## config.mk

```make
export PLATFORM = sky130hd
export DESIGN_NAME = fan_speed
export DESIGN_NICKNAME = d
export VERILOG_FILES = /design/src/rtl/fan_speed.sv
export SDC_FILE = /design/constraint.sdc
export NUM_CORES = 1
export LEC_CHECK = 0
export CORE_ASPECT_RATIO = 1.1
export CORE_UTILIZATION = 50
export CTS_BUF_LIST = sky130_fd_sc_hd__clkbuf_16
export CTS_CLUSTER_DIAMETER = 40
export CTS_CLUSTER_SIZE = 40
export DETAILED_ROUTE_END_ITERATION = 8
export GPL_ROUTABILITY_DRIVEN = 0
export GPL_TIMING_DRIVEN = 1
export HOLD_SLACK_MARGIN = 0.02
export PLACE_DENSITY = 0.73
export SYNTH_ARGS = -nofsm -noshare
export SYNTH_HDL_FRONTEND = slang
export SYNTH_SLANG_ARGS = --single-unit
```

## constraint.sdc

```tcl
create_clock -name clk -period 2.7 [get_ports clk]
set_clock_uncertainty 0.1 [all_clocks]
set_input_delay 0.405 -clock clk [delete_from_list [all_inputs] [get_ports clk]]
set_output_delay 0.405 -clock clk [all_outputs]
set_load 0.03 [all_outputs]
```

## src/rtl/fan_speed.sv

```systemverilog
// fan_speed: fixed-period PWM generator for a fan driver pin.
// A free-running WIDTH-bit counter sets a 2^WIDTH clock period. pwm_data is
// high for `speed` clocks of each period. The setpoint is only taken at
// period start, so mid-period changes never truncate or split a pulse.
// Optional build macro FAN_SPEED_PERIOD_PULSE_EN adds a period_start strobe
// aligned with the first pwm_data cycle of each period.
module fan_speed #(
    parameter int WIDTH = 8
) (
    input  logic             clk,
    input  logic             arst,
    input  logic [WIDTH-1:0] speed,
`ifdef FAN_SPEED_PERIOD_PULSE_EN
    output logic             period_start,
`endif
    output logic             pwm_data
);

    logic [WIDTH-1:0] cnt;
    logic [WIDTH-1:0] spd_q;
    logic [WIDTH-1:0] eff;
    logic             at_start;

    // The compare uses the live setpoint on the period's first edge, so the
    // new value takes effect with no extra cycle of latency.
    always_comb begin
        at_start = (cnt == '0);
        eff      = at_start ? speed : spd_q;
    end

    // Period counter, setpoint latch and registered PWM output.
    always_ff @(posedge clk or posedge arst) begin
        if (arst) begin
            cnt      <= '0;
            spd_q    <= '0;
            pwm_data <= 1'b0;
        end else begin
            cnt      <= cnt + 1'b1;          // natural wrap, no idle cycle
            if (at_start)
                spd_q <= speed;
            pwm_data <= (cnt < eff);         // max setpoint leaves one low clock
        end
    end

`ifdef FAN_SPEED_PERIOD_PULSE_EN
    // One-clock strobe covering the first output cycle of every period.
    always_ff @(posedge clk or posedge arst) begin
        if (arst)
            period_start <= 1'b0;
        else
            period_start <= at_start;
    end
`endif

endmodule

```

==> impl_metrics.ini, run 1 <==
[global_routing]
grt_pass1_vias = 539
grt_pass1_wl_mm = 2.58
grtUsageTotal_pct = 19.3
overflow = 0
grt_max_degree = 18
antenna_found_initial = 0

[clock_tree]
clkSinkCount = 17
path_clk_slew_ns = 0.05
post_cts_resized = 0
cts_tree = done
cts_setup_buffers = 0
clk_path_buf_depth = 2
holdBufCountCts = 0
clock_latency_ns = 0.25
cts-htree-levels = 1
cts_buffers = 3
cts_root_buffer = clkbuf_16

[die]
initial_core_util_pct = 55.0
die_y_um = 46.2
core-area_mm2 = 0.00161
die-area_mm2 = 0.00195
io_pins = 11
row_count = 15
die_w_um = 42.2

[critical_path]
crit_cells = 8
r2r_start = cnt[4]
reg2reg_depth = 8
slowest_stage = dfrtp_1
crit_start = cnt[4]
cp.required_ns = 2.74
crit_buf_inv = 1
reg2reg_setup_slack_ns = 0.30
cp_top_family = simple AND/OR/NAND/NOR gates
cp-endpoint = pwm_data
crit_fanout = 9
worstSetupPathType = reg -> reg
regToRegEndpoint = pwm_data
crit_chain = nor4_4 > nand3_4 > mux2_4 > inv_2 > ha_1 > nand4_1 > nor2_1 > a2111oi_2
start_kind = flip-flop
worst_path_largest_cell_delay_ns = 0.46
cp-end-kind = flip-flop
cp_data_arrival_time_ns = 2.44

[sta]
min_period_over_period_pct = 89.1
max_freq_mhz = 416
setup_viol = 0
setup_tns_ns = 0
hold-worst-slack_ns = 0.395
slew_headroom_pct = 55.5
worstMarginPinSlew_ns = 0.667
fin_ws_ns = 0.295
min_period_ns = 2.40
grt_setup_unrepaired = false
hold_violations = 0
slew_violations = 0

[synth]
synth_edf_count = 0
synthFlopType = dfrtp_1
synth.top_cell.area_share_pct = 48.0
post_synth_mux_area_share_pct = 12.0
ys_ff_latch = 17
synth_top_family_by_area = simple AND/OR/NAND/NOR gates
synthArstFlopShare_pct = 100
syn_inst = 73
yosys_warnings = 0
synth_most_common_cell = dfrtp_1
synthesis.area_um2 = 887
yosys.area_share.xor_xnor_pct = 5.92
yosys-top-cells-count = dfrtp_1, ha_1, inv_1
synthSimpleGateAreaFrac_pct = 13.0
synth_area_per_cell_um2 = 12.2
synth-compound-area-share_pct = 4.23
yosysTopAreaCell = dfrtp_1
synthAdderAreaFrac_pct = 12.7
synth_fp_nets = 92
ys_seq_area_share_pct = 48.0
synth_cell_types = 21
ys_top_cells_by_area = dfrtp_1, ha_1, mux2i_1

[routing]
vias = 570
postRouteAntennaNets = 0
drc = 0
via_per_inst = 5.48
post_drt_wl_per_cell_um = 15.2
dr.pass1.iters = 5
wl_mm = 1.58
drt_iter0_markers = 6

[run]
max_cap_violations = 0

[place]
portBuffers = 10
pre_cts_slack_ns = 0.282
dp_hpwl_mm = 1.04
dpl_cell_area_mm2 = 0.00101

[final_layout]
antenna-diode-count = 0
nets = 107
area_growth_pct = 22.6
finalInstanceArea_mm2 = 0.00109
drive_gt1_share_pct = 14.9

[pwr]
cellLeakagePower_uw = 0.000531
power.density_mw_per_mm2 = 549
ir_worst_vdd_v = 0.000525

[min_path]
min_path_cells = 1
hold_class = reg -> reg

[status]
status = completed
==> how the worst min path moves through the flow <==
stage	start	to	slack, ns
6_report	spd_q[0]	spd_q[0]	0.39
5_1_grt	spd_q[5]	spd_q[5]	0.41
4_1_cts	spd_q[0]	spd_q[0]	0.40
3_5_place_dp	spd_q[0]	spd_q[0]	0.39
3_3_place_gp	spd_q[7]	spd_q[7]	0.38
2_1_floorplan	arst	cnt[0]	0.23
==> power breakdown <==
| group | switching (µW) | leakage [µW] | internal (µW) |
|---|---|---|---|
| logic | 18.8 | 0.000289 | 23.5 |
| clock network | 93.9 | 0.0000423 | 196 |
| registers | 1.89 | 0.000200 | 262 |
==> metrics by stage <==
step                total power [µW]  util, %  std cells
floorplan                        290        -         73
global placement                 309     62.5        100
detailed placement               310     62.5        100
CTS                              605     67.4        104
global route                     615     67.4        104
finish                           597     67.4        104
==> registers in the layout (all words and copies together), names as in the netlist <==
name,cells
pwm_data,1
cnt,8
spd_q,8
==> cell usage in the layout, fill, tap and decap left out, drive strengths merged, types with 2 or more instances in the layout <==
cell	n
a21oi	3
clkbuf	3
clkdlybuf4s50	10
dfrtp	17
ha	9
inv	11
mux2	4
mux2i	5
nand2	2
nand3	6
nand4	2
nor2	2
nor2b	2
xnor2	4
xor2	2
==> final cells by class <==
cell class | instances | area, µm²
Sequential cell | 17 | 425
Tap cell | 17 | 21.3
Clock inverter | 1 | 3.75
Multi-Input combinational cell | 46 | 424
Clock buffer | 3 | 75.1
Fill cell | 133 | 527
Inverter | 10 | 37.5
Timing Repair Buffer | 10 | 100
==> logic make-up after synthesis <==
| kind of cell | after synthesis |
|---|---|
| AND/OR/NAND/NOR | 17 |
| flip-flops | 17 |
| buffers and inverters | 10 |
| multiplexers | 9 |
| adder cells (fa/ha/maj) | 9 |
| XOR/XNOR | 6 |
| AO/OA/AOI/OAI | 5 |
==> routing by layer <==
layer,vias to the layer above,routed length (µm),global-route usage (%)
li1,279,-,-
met1,272,748,21.3
met2,15,719,33.2
met3,4,55,3.53
met4,0,52,15.0
met5,-,0,0
Power figures use the tool's default switching activity.
==> run 2, diff against run 1 <==
--- a/config.mk
+++ b/config.mk
@@ -8,12 +8,13 @@
 export CORE_ASPECT_RATIO = 1.1
 export CORE_UTILIZATION = 50
 export CTS_BUF_LIST = sky130_fd_sc_hd__clkbuf_16
-export CTS_CLUSTER_DIAMETER = 40
-export CTS_CLUSTER_SIZE = 40
+export CTS_CLUSTER_DIAMETER = 50
+export CTS_CLUSTER_SIZE = 30
 export DETAILED_ROUTE_END_ITERATION = 8
 export GPL_ROUTABILITY_DRIVEN = 0
 export GPL_TIMING_DRIVEN = 1
 export HOLD_SLACK_MARGIN = 0.02
+export MAX_ROUTING_LAYER = met4
 export PLACE_DENSITY = 0.73
 export SYNTH_ARGS = -nofsm -noshare
 export SYNTH_HDL_FRONTEND = slang
==> impl_metrics.ini, run 2 (same netlist as run 1, synthesis figures left out) <==
[status]
status = completed

[critical_path]
cp-end-kind = flip-flop
crit_fanout = 9
cp.required_ns = 2.74
reg2reg_setup_slack_ns = 0.30
r2r_start = cnt[4]
regToRegEndpoint = pwm_data
start_kind = flip-flop
cp_data_arrival_time_ns = 2.44
worstSetupPathType = reg -> reg
reg2reg_depth = 8

[sta]
setup_tns_ns = 0
slew_headroom_pct = 55.4
worstMarginPinSlew_ns = 0.668
hold-worst-slack_ns = 0.395
slew_violations = 0
grt_setup_unrepaired = false
max_freq_mhz = 417
hold_violations = 0
setup_viol = 0
min_period_over_period_pct = 88.9
min_period_ns = 2.40

[global_routing]
grt_pass1_vias = 543
grt_max_degree = 18
antenna_found_initial = 0
grt_pass1_wl_mm = 2.58
grtUsageTotal_pct = 19.9
overflow = 0

[final_layout]
post-route-util_pct = 67.4
drive_gt1_share_pct = 14.9
area_growth_pct = 22.6
nets = 107
final_cell_mix = dfrtp_1, clkdlybuf4s50_1, ha_1
antenna-diode-count = 0
fillers = 133
mostFrequentLayoutCell = dfrtp_1
reg_top3 = cnt: 8 flops, spd_q: 8 flops, pwm_data: 1 flops

[routing]
post_drt_wl_per_cell_um = 15.0
top_layer_used = met4
met1_length_um = 737
dr.pass1.iters = 4
vias = 565
wl_met2_um = 714
dr_wl_met3_um = 57
postRouteAntennaNets = 0
via_per_inst = 5.43
wl_mm = 1.56
drc = 0
drt_iter0_markers = 6

[clock_tree]
cts_setup_buffers = 0
holdBufCountCts = 0
clock_latency_ns = 0.25
cts_buffers = 3
cts-htree-levels = 1
clkSinkCount = 17
cts_root_buffer = clkbuf_16
post_cts_resized = 0
path_clk_slew_ns = 0.05
clk_path_buf_depth = 2
cts_tree = done

[pwr]
cellLeakagePower_uw = 0.000531
power.share.sequential_pct = 44.3
switching_share_pct = 19.2
comb_power_share_pct = 7.1
power.switching_uw = 114
p_int_uw = 482
ir_worst_vdd_v = 0.000524
power.density_mw_per_mm2 = 549
clockPowerShare_pct = 48.7

[min_path]
min_to = spd_q[0]
hold_start = spd_q[0]
hold_class = reg -> reg
min_path_cells = 1

[place]
dp_hpwl_mm = 1.04
portBuffers = 10

[die]
row_count = 15
die_y_um = 46.2
initial_core_util_pct = 55.0
io_pins = 11
die_w_um = 42.2
die-area_mm2 = 0.00195
core-area_mm2 = 0.00161

[run]
max_cap_violations = 0
run 2: area by class of cell:
cell class,instances,area (µm²),area share (%)
clock buffers,3,75.1,6.90
flip-flops and latches,17,425,39.1
repair buffers,10,100,9.21
clock inverters,1,3.75,0.345
well taps,17,21.3,1.96
inverters,10,37.5,3.45
multi-input cells,46,424,39.0
run 2: how the worst max path moves through the flow:
stage                       from       end  slack (ns)  cells past startpoint
after detailed placement  cnt[4]  pwm_data        0.28                      8
after global placement    cnt[4]  pwm_data        0.32                      8
after global routing      cnt[4]  pwm_data        0.15                      8
after floorplan           cnt[4]  pwm_data        0.45                      8
after CTS                 cnt[4]  pwm_data        0.28                      8
final                     cnt[4]  pwm_data        0.30                      8
run 2: worst max-delay path, cell delays in order (launching register included):
cell	delay, ns
dfrtp_1	0.45
nor4_4	0.34
nand3_4	0.22
mux2_4	0.36
inv_2	0.05
ha_1	0.23
nand4_1	0.13
nor2_1	0.07
a2111oi_2	0.34
run 2: per-stage QoR:
step | instance area [µm²] | power [µW] | cells | setup slack (ns)
finish | 1090 | 597 | 104 | 0.301
global route | 1090 | 615 | 104 | 0.146
CTS | 1090 | 605 | 104 | 0.276
detailed placement | 1010 | 310 | 100 | 0.282
global placement | 1010 | 309 | 100 | 0.318
floorplan | 887 | 290 | 73 | 0.448
run 2: power groups by stage:
stage / clock [µW] / sequential, µW / combinational [µW]
CTS: 298 / 264 / 42.9
detailed placement: 0 / 268 / 42.1
floorplan: 0 / 269 / 20.7
global placement: 0 / 268 / 41.0
finish: 290 / 264 / 42.2
global route: 304 / 264 / 46.9
run 2: metal layers:
metal  vias to the layer above  GRT usage (%)
met1                       267           21.3
met2                        15           33.2
met4                         0           15.0
met5                         -              -
li1                        279              -
met3                         4           3.53
